<file path="config.mk">
export PLATFORM = sky130hd
export DESIGN_NAME = tiny_cpu_flat
export DESIGN_NICKNAME = d
export VERILOG_FILES = /design/src/rtl/tiny_cpu_pkg.sv /design/src/rtl/tiny_cpu_if.sv /design/src/rtl/tiny_cpu_alu.sv /design/src/rtl/tiny_cpu.sv /design/src/flat_wrapper.sv
export SDC_FILE = /design/constraint.sdc
export NUM_CORES = 1
export LEC_CHECK = 0
export BUFFER_PORTS_ARGS = -buffer_cell sky130_fd_sc_hd__buf_2
export CAP_MARGIN = 25
export CORE_UTILIZATION = 25
export DETAILED_ROUTE_END_ITERATION = 8
export HOLD_SLACK_MARGIN = 0.1
export SLEW_MARGIN = 20
export SYNTH_ARGS = -nofsm -noshare
export SYNTH_HDL_FRONTEND = slang
export SYNTH_SLANG_ARGS = --single-unit
</file>
<file path="constraint.sdc">
create_clock -name clk -period 3.5 [get_ports clk]
set_input_delay 1.05 -clock clk [delete_from_list [all_inputs] [get_ports clk]]
set_output_delay 1.05 -clock clk [all_outputs]
set_load 0.01 [all_outputs]
</file>
<file path="src/rtl/tiny_cpu_pkg.sv">
// tiny_cpu_pkg: shared widths, opcode/state enums and decode helper for tiny_cpu.
// Optional feature macro used by the design: TINY_CPU_HALT_EN.
package tiny_cpu_pkg;

  localparam int unsigned ADDR_W = 6;
  localparam int unsigned DATA_W = 8;

  typedef enum logic [3:0] {
    OP_NOP = 4'h0, OP_LDI = 4'h1, OP_LDA = 4'h2, OP_STA = 4'h3,
    OP_ADD = 4'h4, OP_SUB = 4'h5, OP_AND = 4'h6, OP_OR  = 4'h7,
    OP_XOR = 4'h8, OP_ADI = 4'h9, OP_SBI = 4'hA, OP_JMP = 4'hB,
    OP_JZ  = 4'hC, OP_JNZ = 4'hD, OP_JC  = 4'hE, OP_HLT = 4'hF
  } opcode_e;

  typedef enum logic [2:0] {
    FETCH   = 3'd0,
    OPCODE  = 3'd1,
    OPERAND = 3'd2,
    EXEC    = 3'd3,
    MEMRD   = 3'd4,
    HALT    = 3'd5
  } state_e;

  // Opcodes whose operand is a memory address read in the MEMRD cycle.
  function automatic logic is_mem_rd(input opcode_e op);
    return op inside {OP_LDA, OP_ADD, OP_SUB, OP_AND, OP_OR, OP_XOR};
  endfunction

endpackage

</file>
<file path="src/rtl/tiny_cpu_if.sv">
// tiny_cpu_if: CPU <-> memory/IO bus.
//   rw       : 1 = read, 0 = write (master drives)
//   addr     : 6-bit address (master drives)
//   data_out : write data, always the accumulator (master drives)
//   data_in  : synchronous read data, one cycle after addr (slave drives)
interface tiny_cpu_if;
  import tiny_cpu_pkg::*;

  logic              rw;
  logic [ADDR_W-1:0] addr;
  logic [DATA_W-1:0] data_out;
  logic [DATA_W-1:0] data_in;

  modport master (output rw, output addr, output data_out, input data_in);
  modport slave  (input rw, input addr, input data_out, output data_in);
endinterface

</file>
<file path="src/rtl/tiny_cpu_alu.sv">
// tiny_cpu_alu: combinational accumulator ALU.
//   i_a, i_opnd : accumulator and operand
//   i_op        : current opcode
//   i_c         : current carry flag (passed through by non-arithmetic ops)
//   o_result    : new accumulator value
//   o_z, o_c    : new zero flag, new carry/borrow flag
module tiny_cpu_alu
  import tiny_cpu_pkg::*;
(
  input  logic [DATA_W-1:0] i_a,
  input  logic [DATA_W-1:0] i_opnd,
  input  opcode_e           i_op,
  input  logic              i_c,
  output logic [DATA_W-1:0] o_result,
  output logic              o_z,
  output logic              o_c
);

  logic [DATA_W:0] w_sum;
  logic [DATA_W:0] w_diff;

  // Extra MSB of the difference is the unsigned borrow (i_a < i_opnd).
  assign w_sum  = {1'b0, i_a} + {1'b0, i_opnd};
  assign w_diff = {1'b0, i_a} - {1'b0, i_opnd};

  always_comb begin
    o_result = i_a;
    o_c      = i_c;
    case (i_op)
      OP_LDI, OP_LDA: o_result = i_opnd;
      OP_ADD, OP_ADI: begin
        o_result = w_sum[DATA_W-1:0];
        o_c      = w_sum[DATA_W];
      end
      OP_SUB, OP_SBI: begin
        o_result = w_diff[DATA_W-1:0];
        o_c      = w_diff[DATA_W];
      end
      OP_AND:  o_result = i_a & i_opnd;
      OP_OR:   o_result = i_a | i_opnd;
      OP_XOR:  o_result = i_a ^ i_opnd;
      default: ;
    endcase
  end

  assign o_z = (o_result == '0);

endmodule

</file>
<file path="src/rtl/tiny_cpu.sv">
// tiny_cpu: 8-bit accumulator CPU with two-byte instructions and a
// multi-cycle FSM (FETCH, OPCODE, OPERAND, EXEC, MEMRD[, HALT]).
//   clk   : system clock, rising edge
//   reset : synchronous, active-high
//   bus   : tiny_cpu_if master (rw, addr, data_out out; data_in in)
// Macro TINY_CPU_HALT_EN: when defined, HLT enters a permanent HALT state;
// otherwise HLT behaves as a 4-cycle NOP.
module tiny_cpu
  import tiny_cpu_pkg::*;
(
  input  logic       clk,
  input  logic       reset,
  tiny_cpu_if.master bus
);

  state_e            r_state;
  state_e            w_state_nxt;
  logic [ADDR_W-1:0] r_pc;
  logic [DATA_W-1:0] r_a;
  logic [DATA_W-1:0] r_opr;
  opcode_e           r_ir;
  logic              r_z;
  logic              r_c;

  logic [DATA_W-1:0] w_alu_opnd;
  logic [DATA_W-1:0] w_alu_res;
  logic              w_alu_z;
  logic              w_alu_c;
  logic              w_a_we;
  logic              w_take;

  // State register
  always_ff @(posedge clk) begin
    if (reset) r_state <= FETCH;
    else       r_state <= w_state_nxt;
  end

  // Next-state logic
  always_comb begin
    w_state_nxt = r_state;
    case (r_state)
      FETCH:   w_state_nxt = OPCODE;
      OPCODE:  w_state_nxt = OPERAND;
      OPERAND: w_state_nxt = EXEC;
      EXEC: begin
        if (is_mem_rd(r_ir)) w_state_nxt = MEMRD;
`ifdef TINY_CPU_HALT_EN
        else if (r_ir == OP_HLT) w_state_nxt = HALT;
`endif
        else w_state_nxt = FETCH;
      end
      MEMRD:   w_state_nxt = FETCH;
`ifdef TINY_CPU_HALT_EN
      HALT:    w_state_nxt = HALT;
`endif
      default: w_state_nxt = FETCH;
    endcase
  end

  // Bus outputs: decoded from state only, so a store still drives rw=0
  // in a cycle where reset is asserted.
  always_comb begin
    bus.addr = r_pc;
    bus.rw   = 1'b1;
    case (r_state)
      OPCODE: bus.addr = r_pc + ADDR_W'(1);
      EXEC: begin
        if (r_ir == OP_STA) begin
          bus.addr = r_opr[ADDR_W-1:0];
          bus.rw   = 1'b0;
        end else if (is_mem_rd(r_ir)) begin
          bus.addr = r_opr[ADDR_W-1:0];
        end
      end
      default: ;
    endcase
  end

  assign bus.data_out = r_a;

  // Immediates use the operand byte; memory ops use the RAM read data.
  assign w_alu_opnd = (r_state == MEMRD) ? bus.data_in : r_opr;
  assign w_a_we     = (r_state == MEMRD) ||
                      ((r_state == EXEC) && (r_ir inside {OP_LDI, OP_ADI, OP_SBI}));

  // Branch condition, evaluated in EXEC
  always_comb begin
    w_take = 1'b0;
    if (r_state == EXEC) begin
      case (r_ir)
        OP_JMP:  w_take = 1'b1;
        OP_JZ:   w_take = r_z;
        OP_JNZ:  w_take = ~r_z;
        OP_JC:   w_take = r_c;
        default: w_take = 1'b0;
      endcase
    end
  end

  tiny_cpu_alu u_alu (
    .i_a      (r_a),
    .i_opnd   (w_alu_opnd),
    .i_op     (r_ir),
    .i_c      (r_c),
    .o_result (w_alu_res),
    .o_z      (w_alu_z),
    .o_c      (w_alu_c)
  );

  // Architectural registers
  always_ff @(posedge clk) begin
    if (reset) begin
      r_pc  <= '0;
      r_a   <= '0;
      r_opr <= '0;
      r_ir  <= OP_NOP;
      r_z   <= 1'b0;
      r_c   <= 1'b0;
    end else begin
      if (r_state == OPCODE) r_ir <= opcode_e'(bus.data_in[3:0]);
      if (r_state == OPERAND) begin
        r_opr <= bus.data_in;
        r_pc  <= r_pc + ADDR_W'(2);
      end
      if (w_take) r_pc <= r_opr[ADDR_W-1:0];
      if (w_a_we) begin
        r_a <= w_alu_res;
        r_z <= w_alu_z;
        r_c <= w_alu_c;
      end
    end
  end

endmodule

</file>
<file path="src/flat_wrapper.sv">
// flat-port wrapper written by rule: the top's interface ports become plain ports
module tiny_cpu_flat import tiny_cpu_pkg::*;
  (clk, reset, bus_rw, bus_addr, bus_data_out, bus_data_in);
  tiny_cpu_if bus_i ();
  input  logic clk;
  input  logic reset;
  output wire logic [$bits(bus_i.rw)-1:0] bus_rw;
  output wire logic [$bits(bus_i.addr)-1:0] bus_addr;
  output wire logic [$bits(bus_i.data_out)-1:0] bus_data_out;
  input wire logic [$bits(bus_i.data_in)-1:0] bus_data_in;
  assign bus_rw = bus_i.rw;
  assign bus_addr = bus_i.addr;
  assign bus_data_out = bus_i.data_out;
  assign bus_i.data_in = bus_data_in;
  tiny_cpu u_core (.clk(clk), .reset(reset), .bus(bus_i));
endmodule
</file>
==> Yosys cells after proc, flatten, opt, wreduce, memory -nomap -nowiden <==
Index checks and enable logic that the tools add are counted.
{ "word_totals": {"ff_bits": 31, "out_inout_bits": 15} }
{ "op_classes": {"n_mux": 14, "eq_ne": 18, "n_bitwise": 4, "reduce_logical": 12, "add_sub_neg": 4} }
{ "ops": {"columns": ["op", "count"], "rows": [
  ["case mux 8 bit (6 select lines)", 1],
  ["equality test 4 bit, second input constant", 7],
  ["2-to-1 mux 6 bit", 4],
  ["equality test 4 x 3 -> 1 bit, second input constant", 4],
  ["case mux 3 bit (4 select lines)", 1],
  ["case mux 6 bit (2 select lines)", 1],
  ["adder 8 x 8 -> 9 bit", 1],
  ["subtractor 8 x 8 -> 9 bit", 1],
  ["bitwise AND 8 bit", 1],
  ["equality test 4 x 2 -> 1 bit, second input constant", 2],
  ["logical NOT 8 bit", 1],
  ["2-to-1 mux 8 bit", 1],
  ["bitwise OR 8 bit", 1],
  ["XOR 8 bit", 1],
  ["adder 6 x 1 -> 6 bit, second input constant", 1],
  ["adder 6 x 2 -> 6 bit, second input constant", 1],
  ["equality test 3 x 2 -> 1 bit, second input constant", 2],
  ["nonzero test 6 bit", 1],
  ["OR reduction 2 bit", 3],
  ["equality test 4 x 1 -> 1 bit, second input constant", 1],
  ["case mux 1 bit (4 select lines)", 1],
  ["nonzero test 2 bit", 2],
  ["equality test 3 x 1 -> 1 bit, second input constant", 1],
  ["equality test 3 bit, second input constant", 1],
  ["other kinds (9)", 11]
]} }

==> Logic depth before layout (Yosys ltp) <==
{ "logic_depth": {"word_depth": 5, "ltp_mapped": 15, "mapped_depth_nobuf": 13} }

==> Modules after synthesis <==
A second synthesis with hierarchy kept.
{ "hier_totals": {"cells_unflattened": 423, "area_unflattened_um2": 3294.4} }
{ "modules_own_cells": {"columns": ["module", "area_per_inst_um2", "cells_each", "instances"], "rows": [
  ["tiny_cpu", 1828.0, 212, 1],
  ["tiny_cpu_alu", 1466.4, 211, 1]
]} }

==> Worst setup path after synthesis <==
No wires, ideal clock.
{ "synth_path": {"path_kind": "input to register", "from": "in bus_data_in[0]", "to": "reg u_core.r_z", "n_path_buf": 0, "cell_stages": 10, "t_arrival_ps": 3326, "path_slack_ps": 117, "path_cell_list": "mux2i_1 -> inv_1 -> ha_1 -> inv_1 -> fa_1 -> a222oi_1 -> or4b_4 -> a2111oi_4 -> nor4b_2 -> a21o_1"} }
{ "synth_via": {"elab_chain_cells": 4, "elab_cells_between_ends": 8} }
{ "synth_rtl": {"columns": ["element", "line", "rtl"], "rows": [
  ["from (decl)", "flat_wrapper.sv:10", "input wire logic [$bits(bus_i.data_in)-1:0] bus_data_in;"],
  ["2-to-1 mux 8 bit (*)", "tiny_cpu.sv:82", "assign w_alu_opnd = (r_state == MEMRD) ? bus.data_in : r_opr;"],
  ["subtractor 8 x 8 -> 9 bit (tied with other cells)", "tiny_cpu_alu.sv:24", "assign w_diff = {1'b0, i_a} - {1'b0, i_opnd};"],
  ["case mux 8 bit (6 select lines) (*)", "tiny_cpu_alu.sv:29", "case (i_op)"],
  ["logical NOT 8 bit (*)", "tiny_cpu_alu.sv:46", "assign o_z = (o_result == '0);"],
  ["to (signal assigned)", "tiny_cpu.sv:128", "r_z <= w_alu_z;"],
  ["to (decl)", "tiny_cpu.sv:22", "logic r_z;"]
]} }
Every way passes the cells marked *; elsewhere a longest branch is shown, timed or not.
A chain may end at the register's enable or synchronous reset.

==> Final worst setup path <==
{ "layout_path": {"from": "reg u_core.r_state[2]", "to": "reg u_core.r_z"} }
{ "layout_via": {"elab_chain_cells": 5, "elab_cells_between_ends": 12} }
{ "layout_rtl": {"columns": ["element", "line", "rtl"], "rows": [
  ["from (decl)", "tiny_cpu.sv:16", "state_e r_state;"],
  ["from (signal assigned)", "tiny_cpu.sv:35", "else r_state <= w_state_nxt;"],
  ["equality test 3 bit", "tiny_cpu.sv:82, tiny_cpu.sv:83", null],
  ["2-to-1 mux 8 bit", "tiny_cpu.sv:82", null],
  ["subtractor 8 x 8 -> 9 bit (tied with other cells)", "tiny_cpu_alu.sv:24", null],
  ["case mux 8 bit (6 select lines)", "tiny_cpu_alu.sv:29", null],
  ["logical NOT 8 bit", "tiny_cpu_alu.sv:46", null]
]} }
Parallel ways exist; a longest one is shown, timed or not.

==> impl_metrics.json <==
{
  "outcome": "finished with violations",
  "violations": "DRC",
  "ys_warn_count": 0,
  "rows": 39,
  "ant_nets": 0,
  "grt_overflow": 0,
  "setup_viol": 0,
  "hpwl_mm": 6.84,
  "start_util_pct": 26.1,
  "yosys.area_share.simple_pct": 24.9,
  "fin_cells": 582,
  "period_minus_slack_ns": 3.33,
  "cts_tree": "yes",
  "worstSetupStartpointType": "register",
  "post-route-drc-count": 1,
  "ys.flop_type": "dfxtp_1",
  "synth_seq_area_share_pct": 20.6,
  "fillCellCount": 1233,
  "cts_buffers": 5,
  "final_common_cell": "nand2_1",
  "synth_compound_area_share_pct": 29.0,
  "drt_iter0_markers": 249,
  "grt_pass1_wl_mm": 15.0,
  "clock_sinks": 31,
  "antenna_cells": 0,
  "powerDensity_mw_per_mm2": 328,
  "synthDistinctLibCells": 70,
  "syn_area_sq_mm": 0.00302,
  "clock.fmax_mhz": 300,
  "post-place-cells": 575,
  "core_area_sq_mm": 0.0116,
  "hold_viol_final": 0,
  "place_congestion": 0.902,
  "r2r_slack_ns": 0.17,
  "synth_area_leaders": "dfxtp_1 21%, ha_1 11%, a21oi_1 6.5%",
  "fin_crit_sh_pct": 95.2,
  "leakage_nw": 1.51,
  "cts_setup_buffers": 0,
  "utilization_pct": 31.0,
  "rsz0062_at_grt": "no",
  "grt_usage_pct": 14.9,
  "vdd_drop_max_uv": 158,
  "fin_skew_ns": 0.00665,
  "path_clk_slew_ns": 0.06,
  "synth_top_family_by_area": "compound AO/OA/AOI/OAI gates",
  "syn_to_final_growth_pct": 19.0,
  "async_flop_share_pct": 0,
  "grt_max_degree": 32,
  "drive_gt1_share_pct": 18.5,
  "synth_area_leader_cell": "dfxtp_1",
  "vias": 3116,
  "synthMuxAreaShare_pct": 4.77,
  "worst_slew_pin_slew_ns": 0.667,
  "ioPinCount": 25,
  "final_cell_mix": "45 x nand2_1, 40 x nor2_1, 39 x a21oi_1",
  "path_max_fanout": 5,
  "avgSynthCellArea_sq_um": 7.52,
  "syn_nets": 439,
  "crit_type": "register to register",
  "grt_pass1_vias": 2990,
  "routedWlPerCell_microns": 15.8,
  "required_ns": 3.73,
  "synth-seq-cells": 31,
  "end_kind": "register",
  "synthAdderAreaFrac_pct": 12.1,
  "synthCells": 401,
  "htree_levels": 2,
  "synth_top_area_share_pct": 20.6,
  "dr.pass1.iters": 7,
  "synth_edf_count": 0,
  "drt_wl_total_mm": 9.17,
  "arrival_ns": 3.56,
  "hp-class": "register to register",
  "nets": 477,
  "cts-root-buf": "clkbuf_16",
  "clk_latency_ns": 0.28,
  "relSlewSlack_pct": 55.5,
  "cap_viol_max_count": 0,
  "die_w_microns": 112,
  "vias_per_cell": 5.35,
  "die_y_microns": 112,
  "final_max_slew_viol_count": 0,
  "die_area_sq_mm": 0.0125,
  "cts_max_path_buffers": 2,
  "io_buffer_count": 24,
  "antenna_found_initial": 0,
  "synth_xor_area_share_pct": 1.74
}
## worst max-delay path, cell delays in order (launching register included)
cell and delay, ns:
dfxtp_1 0.35, or3b_1 0.40, buf_4 0.19, mux2i_4 0.28, ha_1 0.33, a211o_1 0.31
o21a_1 0.13, a221o_1 0.35, a211oi_1 0.41, nand3_1 0.15, nor4b_2 0.26, a21o_1 0.14
## state kept, by name, summed over array words and instances, names as in the netlist
register / cells
u_core.bus.data_out: 8
u_core.r_c: 1
u_core.r_ir: 4
u_core.r_opr: 8
u_core.r_pc: 6
u_core.r_state: 3
u_core.r_z: 1
## routing by layer
layer | share of wire (%) | track usage, % | routed length [microns] | vias up
met5 | 0 | 0 | 0 | -
met4 | 1.9 | 5.32 | 170 | 0
met3 | 6.2 | 2.72 | 573 | 16
met2 | 46 | 24.6 | 4220 | 114
met1 | 46 | 19.3 | 4210 | 1453
li1 | - | - | - | 1533
## layout make-up
type | instances | area [sq um] | share of cell area (%)
Inverter | 24 | 90.1 | 2.51
Timing Repair Buffer | 56 | 360 | 10.0
Clock buffer | 6 | 139 | 3.87
Sequential cell | 31 | 621 | 17.3
Multi-Input combinational cell | 321 | 2200 | 61.2
Tap cell | 143 | 179 | 4.98
Clock inverter | 1 | 5.00 | 0.139
## stage by stage
| step | setup TNS (ns) | instance area [sq um] | setup slack, ns | hold WS, ns | power [mW] |
|---|---|---|---|---|---|
| after floorplan | 0 | 3020 | 0.117 | 0.436 | 0.614 |
| after global placement | -0.0616 | 3440 | -0.0616 | 0.442 | 0.732 |
| after detailed placement | -0.0909 | 3440 | -0.0909 | 0.446 | 0.736 |
| after CTS | 0 | 3580 | 0.187 | 0.454 | 1.18 |
| after global routing | 0 | 3590 | 0.0327 | 0.494 | 1.24 |
| final | 0 | 3590 | 0.168 | 0.452 | 1.18 |
## timing repair
| item | 4_1_cts | 5_1_grt |
|---|---|---|
| hold buffers | 0 | 0 |
| endpoints found under the setup margin | 0 | 1 |
| gates resized for setup | 0 | 1 |
## synth_stat cells, types with 3 or more instances
cell	n
o22ai_1	7
o221ai_1	5
a22oi_1	5
o31ai_1	4
a32oi_1	4
a21o_1	4
nor3_1	9
o22a_1	4
nand4_1	5
a221o_1	4
nand2b_1	3
ha_1	26
nand3b_1	3
buf_2	5
nor2b_1	9
a31oi_1	3
mux2i_1	11
dfxtp_1	31
nor4_1	3
a21oi_1	39
nand2_1	45
nor3b_1	3
xnor2_1	3
o21ai_0	15
a211oi_1	8
nand3_1	5
inv_1	23
clkbuf_1	16
xor2_1	3
nor2_1	40
o21ba_2	4
## worst paths after layout
| kind | start | endpoint | depth (start not counted) |
|---|---|---|---|
| worst max-delay path | u_core.r_state[2] | u_core.r_z | 11 |
| worst min-delay path | u_core.r_opr[6] | u_core.r_opr[6] | 2 |
| worst max register to register | u_core.r_state[2] | u_core.r_z | 11 |
| worst min register to register | u_core.r_opr[6] | u_core.r_opr[6] | 2 |
## power breakdown
| group | internal (mW) | switching [mW] |
|---|---|---|
| clock network | 0.278 | 0.165 |
| registers | 0.367 | 0.0161 |
| logic | 0.145 | 0.207 |
| total | 0.790 | 0.387 |
## kinds of logic after synthesis
| logic type | count (synthesis) |
|---|---|
| AOI/OAI and AO/OA | 126 |
| xor gates and xnor gates | 6 |
| adders and majority gates | 28 |
| buffers and inverters | 49 |
| DFF | 31 |
| muxes | 13 |
| and+or+nand+nor | 148 |
No activity file was read; power rests on OpenSTA's default activity.
